### config.mk
export PLATFORM = sky130hd
export DESIGN_NAME = rgb_stream_packer
export DESIGN_NICKNAME = d
export VERILOG_FILES = /design/src/rtl/rgb_stream_packer.sv
export SDC_FILE = /design/constraint.sdc
export NUM_CORES = 1
export LEC_CHECK = 0
export ABC_CLOCK_PERIOD_IN_PS = 5510
export BUFFER_PORTS_ARGS = -buffer_cell sky130_fd_sc_hd__buf_2
export CELL_PAD_IN_SITES_DETAIL_PLACEMENT = 1
export CELL_PAD_IN_SITES_GLOBAL_PLACEMENT = 1
export CORE_MARGIN = 5
export CORE_UTILIZATION = 40
export DETAILED_ROUTE_END_ITERATION = 12
export GPL_ROUTABILITY_DRIVEN = 0
export GPL_TIMING_DRIVEN = 0
export PLACE_DENSITY_LB_ADDON = 0.3
export SETUP_SLACK_MARGIN = 0.1
export SYNTH_ARGS = -nofsm -noshare
export SYNTH_HDL_FRONTEND = slang
export SYNTH_SLANG_ARGS = --single-unit
### constraint.sdc
create_clock -name pclk_i -period 5.51 [get_ports pclk_i]
set_input_delay 1.3775 -clock pclk_i [delete_from_list [all_inputs] [get_ports pclk_i]]
set_output_delay 1.3775 -clock pclk_i [all_outputs]
set_load 0.005 [all_outputs]
### src/rtl/rgb_stream_packer.sv
// RGB video to AXI-stream packer: frames on vs, tags sof/eol, buffers
// pixels in a small FIFO and measures line width and lines per frame.
module rgb_stream_packer #(
  parameter int DATA_W     = 24,
  parameter int FIFO_DEPTH = 16,
  parameter int CNT_W      = 12
) (
  input  logic              pclk_i,
  input  logic              rstn_i,
  input  logic [DATA_W-1:0] rgb_i,
  input  logic              de_i,
  input  logic              vs_i,
  output logic [DATA_W-1:0] m_tdata_o,
  output logic              m_tvalid_o,
  input  logic              m_tready_i,
  output logic              m_tuser_o,
  output logic              m_tlast_o,
  output logic              overflow_o,
  output logic [15:0]       frame_cnt_o,
  output logic [CNT_W-1:0]  line_width_o,
  output logic [CNT_W-1:0]  frame_lines_o
);

  localparam int AW = $clog2(FIFO_DEPTH);
  localparam int EW = DATA_W + 2;

  typedef enum logic [1:0] {
    WAIT_VS, ARMED, ACTIVE, DROP
  } state_t;

  state_t            state;
  logic              vs_q;
  logic              de_q;
  logic              stg_v;
  logic              stg_sof;
  logic [DATA_W-1:0] stg_data;
  logic [EW-1:0]     mem [FIFO_DEPTH];
  logic [AW-1:0]     wr_ptr;
  logic [AW-1:0]     rd_ptr;
  logic [AW:0]       mem_cnt;
  logic [AW+1:0]     occ;
  logic [CNT_W-1:0]  run_cnt;
  logic [CNT_W-1:0]  lines;

  logic vs_rise;
  logic in_frame;
  logic pop;
  logic load;
  logic full;
  logic push_req;
  logic push_eol;
  logic push_ok;
  logic ovf;

  function automatic logic [CNT_W-1:0] sat_inc(
    input logic [CNT_W-1:0] v
  );
    return (&v) ? v : v + CNT_W'(1);
  endfunction

  assign vs_rise  = vs_i & ~vs_q;
  assign in_frame = (state == ARMED) | (state == ACTIVE);

  // Output register is the FIFO head, so it counts toward occupancy.
  assign occ  = {1'b0, mem_cnt} + {{(AW+1){1'b0}}, m_tvalid_o};
  assign full = (occ == (AW+2)'(FIFO_DEPTH));
  assign pop  = m_tvalid_o & m_tready_i;
  assign load = (~m_tvalid_o | m_tready_i) & (mem_cnt != '0);

  always_comb begin
    push_req = 1'b0;
    push_eol = 1'b0;
    if (state == ACTIVE && stg_v) begin
      push_req = 1'b1;
      push_eol = vs_rise | ~de_i;
    end
  end

  assign push_ok = push_req & (~full | pop);
  assign ovf     = push_req & full & ~pop;

  always_ff @(posedge pclk_i or negedge rstn_i) begin
    if (!rstn_i) begin
      state       <= WAIT_VS;
      vs_q        <= 1'b0;
      stg_v       <= 1'b0;
      stg_sof     <= 1'b0;
      stg_data    <= '0;
      overflow_o  <= 1'b0;
      frame_cnt_o <= '0;
    end else begin
      vs_q <= vs_i;
      if (ovf) overflow_o <= 1'b1;
      unique case (state)
        WAIT_VS: begin
          if (vs_rise) state <= ARMED;
        end
        ARMED: begin
          if (!vs_rise && de_i) begin
            stg_v    <= 1'b1;
            stg_sof  <= 1'b1;
            stg_data <= rgb_i;
            state    <= ACTIVE;
          end
        end
        ACTIVE: begin
          if (vs_rise) begin
            stg_v       <= 1'b0;
            state       <= ARMED;
            frame_cnt_o <= frame_cnt_o + 16'd1;
          end else if (ovf) begin
            stg_v <= 1'b0;
            state <= DROP;
          end else if (de_i) begin
            stg_v    <= 1'b1;
            stg_sof  <= 1'b0;
            stg_data <= rgb_i;
          end else begin
            stg_v <= 1'b0;
          end
        end
        DROP: begin
          if (vs_rise) begin
            state       <= ARMED;
            frame_cnt_o <= frame_cnt_o + 16'd1;
          end
        end
        default: state <= WAIT_VS;
      endcase
    end
  end

  always_ff @(posedge pclk_i) begin
    if (push_ok) mem[wr_ptr] <= {stg_sof, push_eol, stg_data};
  end

  always_ff @(posedge pclk_i or negedge rstn_i) begin
    if (!rstn_i) begin
      wr_ptr     <= '0;
      rd_ptr     <= '0;
      mem_cnt    <= '0;
      m_tvalid_o <= 1'b0;
      m_tuser_o  <= 1'b0;
      m_tlast_o  <= 1'b0;
      m_tdata_o  <= '0;
    end else begin
      if (push_ok) wr_ptr <= wr_ptr + AW'(1);
      if (load)    rd_ptr <= rd_ptr + AW'(1);
      case ({push_ok, load})
        2'b10:   mem_cnt <= mem_cnt + (AW+1)'(1);
        2'b01:   mem_cnt <= mem_cnt - (AW+1)'(1);
        default: mem_cnt <= mem_cnt;
      endcase
      if (load) begin
        {m_tuser_o, m_tlast_o, m_tdata_o} <= mem[rd_ptr];
        m_tvalid_o <= 1'b1;
      end else if (pop) begin
        m_tvalid_o <= 1'b0;
      end
    end
  end

  always_ff @(posedge pclk_i or negedge rstn_i) begin
    if (!rstn_i) begin
      de_q          <= 1'b0;
      run_cnt       <= '0;
      lines         <= '0;
      line_width_o  <= '0;
      frame_lines_o <= '0;
    end else begin
      de_q    <= de_i;
      run_cnt <= de_i ? sat_inc(run_cnt) : '0;
      if (!de_i && de_q && in_frame) line_width_o <= run_cnt;
      if (vs_rise) lines <= '0;
      else if (de_i && !de_q && in_frame) lines <= sat_inc(lines);
      if (vs_rise && state == ACTIVE) frame_lines_o <= lines;
    end
  end

endmodule

==> results.txt, run 1 <==
CP Data Arrival Time = 4.91 ns
setup bufs post-CTS = 0
post-DR wirelength/cell = 25.45 um
Die W = 242.4 um
core footprint = 53710 sq um
Max Cap Violations = 0
Tmin final = 4.433 ns
synthesis warning total = 0
most frequent cells in the layout = 416 x edfxtp_1, 135 x dfrtp_1, 114 x buf_2
Post-synth EDFFs = 416
number of global-route vias before repair = 12600
R2R depth = 16
Filler cells = 5040
initial antenna violation count = 2
DRC viols = 0
Multi-input gate area = 5530 sq um
post-CTS resize count = 0
total gr overflow = 0
setup ws final = 1.077 ns
mapped cell area = 21600 sq um
fmax = 225.6 MHz
Crit path required time = 5.99 ns
worst skew pair latency = 0.61 ns
Hold WC Path Type = reg2reg
Hold Vio Cnt, Final = 0
dpl cells = 1976
GRT Overall Usage = 18.13%
Num CTS Buffers = 56
TNS Setup = 0 ns
worst slack at placement = 0.4914 ns
crit path from = mem_cnt[0]$_DFFE_PN0P_
largest net degree at the start of global routing = 82
Setup CP Type = reg2reg
Detail Placement HPWL = 34870 um
Vias/cell = 5.477
fin crit share = 80.46%
Initial Utilization = 40.23%
nature of the critical path endpoint = flip-flop
clock skew = 0.02546 ns
Distinct cells, synth = 54
Seq. cell area = 15870 sq um
power density over the cells = 508.6 nW/um^2
crit start category = flip-flop
Die Area = 58760 sq um
first-pass GRT wire length = 80860 um
Min-Delay Endpoint = overflow_o$_DFFE_PN0P_
Cells on Worst Hold Path = 1
Total Nets Final = 1384
Vias = 11404
clock buffer depth = 3
root buffer cell = clkbuf_16
I/O pin total = 97
diode count = 0
share of layout cells above drive strength 1 = 32.40%
flop2flop setup slack = 1.08 ns
Max Slew Vio Count = 0
WHS = 0.4717 ns
H-Tree Depth = 2
fin cells = 2082
P_leak = 0.008926 uW
synthesized flop and latch total = 551
register area share after synthesis = 73.46%
total clock sinks = 551
cts-stage hold buffer count = 0
Post-Route WL = 52980 um
commonest non-fill, non-tap cell in the layout = edfxtp_1
drt pass-1 iters = 5
hold_sp = overflow_o$_DFFE_PN0P_
RSZ-0062 raised after global routing = false
syn nets = 1185
Final setup viols = 0
worst flop-to-flop path endpoint = mem_cnt[4]$_DFFE_PN0P_
DRT iter0 DRCs = 907
CP max FO = 11
maximum VDD drop = 0.2545 mV
status = finished clean
actual slew at the worst max-slew pin = 1.269 ns
Slew Limit Headroom = 15.37%
ys flop type = edfxtp_1
IO buf count = 96
worst reg2reg startpoint = mem_cnt[0]$_DFFE_PN0P_
Die Span Y = 242.4 um
Clock transition at path regs = 0.06 ns
# rows = 85
Post-DRT Antenna Nets = 0
syn_area_per_cell = 18.97 sq um
P&R area growth vs syn = 17.94%
Post-synth ARST share = 24.50%
Post-Syn Instances = 1139
TritonCTS clock tree = done
layout make-up:
type                            instances  share of cell area, %
Sequential cell                       551                  62.29
Multi-Input combinational cell        521                  21.70
Clock buffer                           73                  6.030
Timing Repair Buffer                  141                  3.943
Tap cell                              696                  3.418
Clock inverter                         33                  1.434
Buffer                                 60                  1.080
Inverter                                7                 0.1031
Yosys cell counts (2+ instances only):
| master | number | share of area [%] |
|---|---|---|
| nand2b_1 | 6 | 0.17 |
| a21o_1 | 3 | 0.10 |
| inv_1 | 6 | 0.10 |
| mux2_4 | 10 | 0.69 |
| o21ai_0 | 11 | 0.25 |
| dfrtp_1 | 135 | 16 |
| a211oi_1 | 2 | 0.069 |
| nor4b_1 | 5 | 0.20 |
| mux2_2 | 60 | 3.1 |
| xor2_1 | 17 | 0.69 |
| nand4_1 | 9 | 0.26 |
| a31oi_1 | 7 | 0.20 |
| a21oi_1 | 36 | 0.83 |
| buf_2 | 19 | 0.44 |
| clkbuf_1 | 34 | 0.59 |
| buf_4 | 3 | 0.10 |
| or3_1 | 4 | 0.12 |
| nor3_1 | 14 | 0.32 |
| and4_1 | 9 | 0.36 |
| nor4_1 | 6 | 0.17 |
| or2_2 | 3 | 0.087 |
| nor2_1 | 28 | 0.49 |
| ha_1 | 17 | 0.98 |
| nor3b_1 | 5 | 0.17 |
| buf_1 | 2 | 0.035 |
| and3_1 | 4 | 0.12 |
| nand2_1 | 35 | 0.61 |
| o22ai_1 | 53 | 1.5 |
| mux4_2 | 104 | 11 |
| buf_6 | 2 | 0.10 |
| edfxtp_1 | 416 | 58 |
| mux2_1 | 8 | 0.42 |
| nand3_1 | 22 | 0.51 |
| nor2b_1 | 2 | 0.058 |
| xnor2_1 | 23 | 0.93 |
worst max-delay path, cell delays in order (launching register included):
cell and delay, ns:
dfrtp_1 0.46, ha_1 0.25, ha_1 0.28, a211oi_1 0.31
nand3_1 0.14, a21oi_2 0.32, or2_2 0.17, buf_2 0.27
buf_2 0.47, ha_1 0.26, clkbuf_1 0.32, xor2_1 0.12
ha_1 0.23, o211a_1 0.22, o31ai_1 0.20, a31oi_1 0.09
xor2_1 0.18
per-stage QoR:
stage	total power, uW	util [%]	instance area, sq um
after floorplan	7918	-	21600
after global placement	9001	42.74	22960
after detailed placement	9188	43.90	23580
after CTS	13130	47.44	25480
after global routing	13610	47.44	25480
final	12960	47.44	25480
how the worst max path moves through the flow:
stage	endpoint	depth (start not counted)	slack, ns
after detailed placement	mem_cnt[4]$_DFFE_PN0P_	13	0.49
final	mem_cnt[4]$_DFFE_PN0P_	16	1.08
after global routing	mem_cnt[4]$_DFFE_PN0P_	16	0.72
after floorplan	mem[0][0]$_DFFE_PP_	6	0.21
after global placement	mem[0][5]$_DFFE_PP_	7	-3.44
after CTS	mem_cnt[4]$_DFFE_PN0P_	16	1.02
report_power, final:
| group | switching (uW) | internal (uW) |
|---|---|---|
| sequential | 618 | 5270 |
| combinational | 1680 | 1490 |
| clock | 1610 | 2300 |
| total | 3900 | 9060 |
sequential cells by signal, indices dropped and copies added, names as in the netlist, 2 cells and up:
register and count:
wr_ptr 4, rd_ptr 4, state 2, lines 12, mem_cnt 5, frame_lines_o 12, line_width_o 12, m_tdata_o 24
frame_cnt_o 16, mem 416, run_cnt 12, stg_data 24
kinds of logic (layout without fill, tap and decap cells):
family | after synthesis | count (layout) | share of synthesized area (%)
mux | 183 | 183 | 15.13
compound gates | 124 | 124 | 3.568
flops | 551 | 551 | 73.46
buf+inv | 67 | 314 | 1.396
xor+xnor | 40 | 40 | 1.622
simple gates | 157 | 157 | 3.846
fa+ha+maj | 17 | 17 | 0.9845
metal layers:
| layer | up-vias | routed length [um] | global-route usage [%] |
|---|---|---|---|
| met3 | 83 | 2760 | 3.850 |
| li1 | 4981 | - | - |
| met1 | 6031 | 22470 | 24.29 |
| met5 | - | 24 | 0 |
| met2 | 305 | 26600 | 30.65 |
| met4 | 4 | 1122 | 4.330 |
(Power assumes the default switching activity.)
==> inputs of run 2 (changes only) <==
Settings changed: ABC_CLOCK_PERIOD_IN_PS 5510 to 3700.
Clock period 5.51 ns to 3.7 ns, I/O delays scaled along.
==> run 2 against run 1 <==
  * Clock skew down 0.0027 ns
  * Register-to-register slack worse by 0.81 ns
  * Routed wire length up 0.14%
  * Combinational power up 51%
==> results.txt, run 2 (synthesized netlist as in run 1, its figures left out) <==
Vias/cell = 5.492 (+0.26%)
total gr overflow = 0 (unchanged)
Num CTS Buffers = 58 (+3.6%)
nature of the critical path endpoint = flip-flop
# rows = 85 (unchanged)
commonest non-fill, non-tap cell in the layout = edfxtp_1
largest net degree at the start of global routing = 97 (+18%)
Total Nets Final = 1391 (+0.51%)
Top reg by flops = mem
fmax = 291.4 MHz (+29%)
Die Span Y = 242.4 um (unchanged)
crit start category = flip-flop
worst skew pair latency = 0.63 ns (+0.02 ns)
WHS = 0.2042 ns (-0.2675 ns)
Max Slew Vio Count = 0 (unchanged)
critical path's slowest cell = o41a_1
power density over the cells = 761.4 nW/um^2 (+50%)
diode count = 0 (unchanged)
CP Data Arrival Time = 3.94 ns (-0.97 ns)
P_leak = 0.009099 uW (+1.9%)
status = finished clean
first-pass GRT wire length = 80590 um (-0.33%)
DP Area = 23650 sq um (+0.30%)
root buffer cell = clkbuf_16
clock buffer depth = 3 (unchanged)
Max Cap Violations = 0 (unchanged)
DRC viols = 0 (unchanged)
share of layout cells above drive strength 1 = 33.62% (+1.2 points)
total clock sinks = 551 (unchanged)
delay-heaviest family, CP = compound AO/OA/AOI/OAI gates
max FFs per register = 416 (unchanged)
Initial Utilization = 40.23% (unchanged)
RSZ-0062 raised after global routing = false
I/O pin total = 97 (unchanged)
most frequent cells in the layout = 416 x edfxtp_1, 134 x dfrtp_1, 112 x buf_2
post-DR wirelength/cell = 25.37 um (-0.30%)
actual slew at the worst max-slew pin = 0.9994 ns (-0.2701 ns)
cts-stage hold buffer count = 0 (unchanged)
Hold WC Path Type = in2async
highest metal used = met5
Hold Vio Cnt, Final = 0 (unchanged)
Filler cells = 4975 (-1.3%)
DR WL met3 = 2596 um (-5.9%)
critical path, cell by cell = or2_2 -> o41a_1 -> clkbuf_2 -> clkbuf_4 -> ha_1 -> clkbuf_4 -> xor2_1 -> ha_1 -> o211a_1 -> o31ai_1 -> a31oi_1 -> xor2_1
Tmin final = 3.431 ns (-1.002 ns)
drt pass-1 iters = 5 (unchanged)
GRT Overall Usage = 18.00% (-0.13 points)
CP peak stage delay = 0.46 ns (about the same)
IO buf count = 96 (unchanged)
core footprint = 53710 sq um (unchanged)
Clock transition at path regs = 0.06 ns (about the same)
H-Tree Depth = 2 (unchanged)
Regs by FF count = mem (416), m_tdata_o (24), stg_data (24)
DRT iter0 DRCs = 831 (-8.4%)
P&R area growth vs syn = 19.16%
Detail Placement HPWL = 34720 um (-0.42%)
Crit path required time = 4.20 ns (-1.79 ns)
TritonCTS clock tree = done
clock skew = 0.02272 ns (-0.002747 ns)
Setup CP Type = reg2reg
Post-DRT Antenna Nets = 0 (unchanged)
Die W = 242.4 um (unchanged)
Final Instance Area = 25740 sq um (+1.0%)
number of global-route vias before repair = 12592 (-0.063%)
Post-Route WL = 53050 um (+0.14%)
met2 wire length = 26580 um (about the same)
Die Area = 58760 sq um (unchanged)
Vias = 11483 (+0.69%)
Met1 Wirelength = 22810 um (+1.5%)
fin crit share = 92.74% (+12 points)
initial antenna violation count = 1 (-1)
Slew Limit Headroom = 32.76% (+17 points)
WP buf/inv = 3 (unchanged)
maximum VDD drop = 0.3909 mV (+54%)
Final setup viols = 0 (unchanged)
CP max FO = 11 (unchanged)
==> run 2: timing repair <==
action                                 CTS  global route
endpoints found under the hold margin    0             0
resized for setup                       11             4
buffers inserted                         1             5
setup endpoints to repair               30             2
==> run 2: metal layers <==
| metal | GRT usage (%) | vias to the layer above |
|---|---|---|
| met2 | 30.22 | 313 |
| li1 | - | 5002 |
| met4 | 4.616 | 2 |
| met1 | 24.60 | 6091 |
| met5 | 0 | - |
| met3 | 3.188 | 75 |
==> run 2: cell type report <==
type	count	area [sq um]	share of cell area (%)
well taps	696	870.8	3.383
repair buffers	146	1102	4.282
plain buffers	60	305.3	1.186
multi-input cells	521	5568	21.63
clock inverters	44	498.0	1.934
clock buffers	66	1501	5.832
inverters	7	26.28	0.1021
flip-flops and latches	551	15870	61.65
==> run 2: worst paths after layout <==
| kind | from | end | slack, ns | cells past startpoint |
|---|---|---|---|---|
| setup / recovery | mem_cnt[3]$_DFFE_PN0P_ | mem_cnt[4]$_DFFE_PN0P_ | 0.27 | 12 |
| hold / removal | rstn_i | frame_cnt_o[4]$_DFFE_PN0P_ | 0.20 | 1 |
| setup reg to reg | mem_cnt[3]$_DFFE_PN0P_ | mem_cnt[4]$_DFFE_PN0P_ | 0.27 | 12 |
| hold reg to reg | overflow_o$_DFFE_PN0P_ | overflow_o$_DFFE_PN0P_ | 0.49 | 1 |
| max in group asynchronous | rstn_i | mem_cnt[0]$_DFFE_PN0P_ | 2.64 | 2 |
| min in group pclk_i | de_i | de_q$_DFF_PN0_ | 0.44 | 1 |
==> run 2: report_power, final <==
part / switching, uW / total (uW) / internal, uW
Clock: 2490 / 6050 / 3560
Combinational: 2540 / 4790 / 2260
Sequential: 908 / 8750 / 7840
==> run 2: through the flow <==
stage | worst slack, ns | util, % | total power (uW) | cells | TNS (ns)
finish | 0.2686 | 47.93 | 19600 | 2091 | 0
global route | 0.1177 | 47.93 | 20530 | 2091 | 0
CTS | 0.1341 | 47.84 | 19810 | 2085 | 0
detailed placement | -0.8350 | 44.03 | 13670 | 1974 | -2.479
global placement | -4.610 | 42.78 | 13390 | 1931 | -1080.79
floorplan | -1.149 | - | 11800 | 1139 | -134.37
==> run 2: worst reg2reg max path, delay by kind of cell, from the launching register on <==
family / cells / cell delay [ns]
simple gates: 1 / 0.34
fa+ha+maj: 2 / 0.49
compound gates: 4 / 0.98
xor+xnor: 2 / 0.30
buf+inv: 3 / 0.78
flops: 1 / 0.44
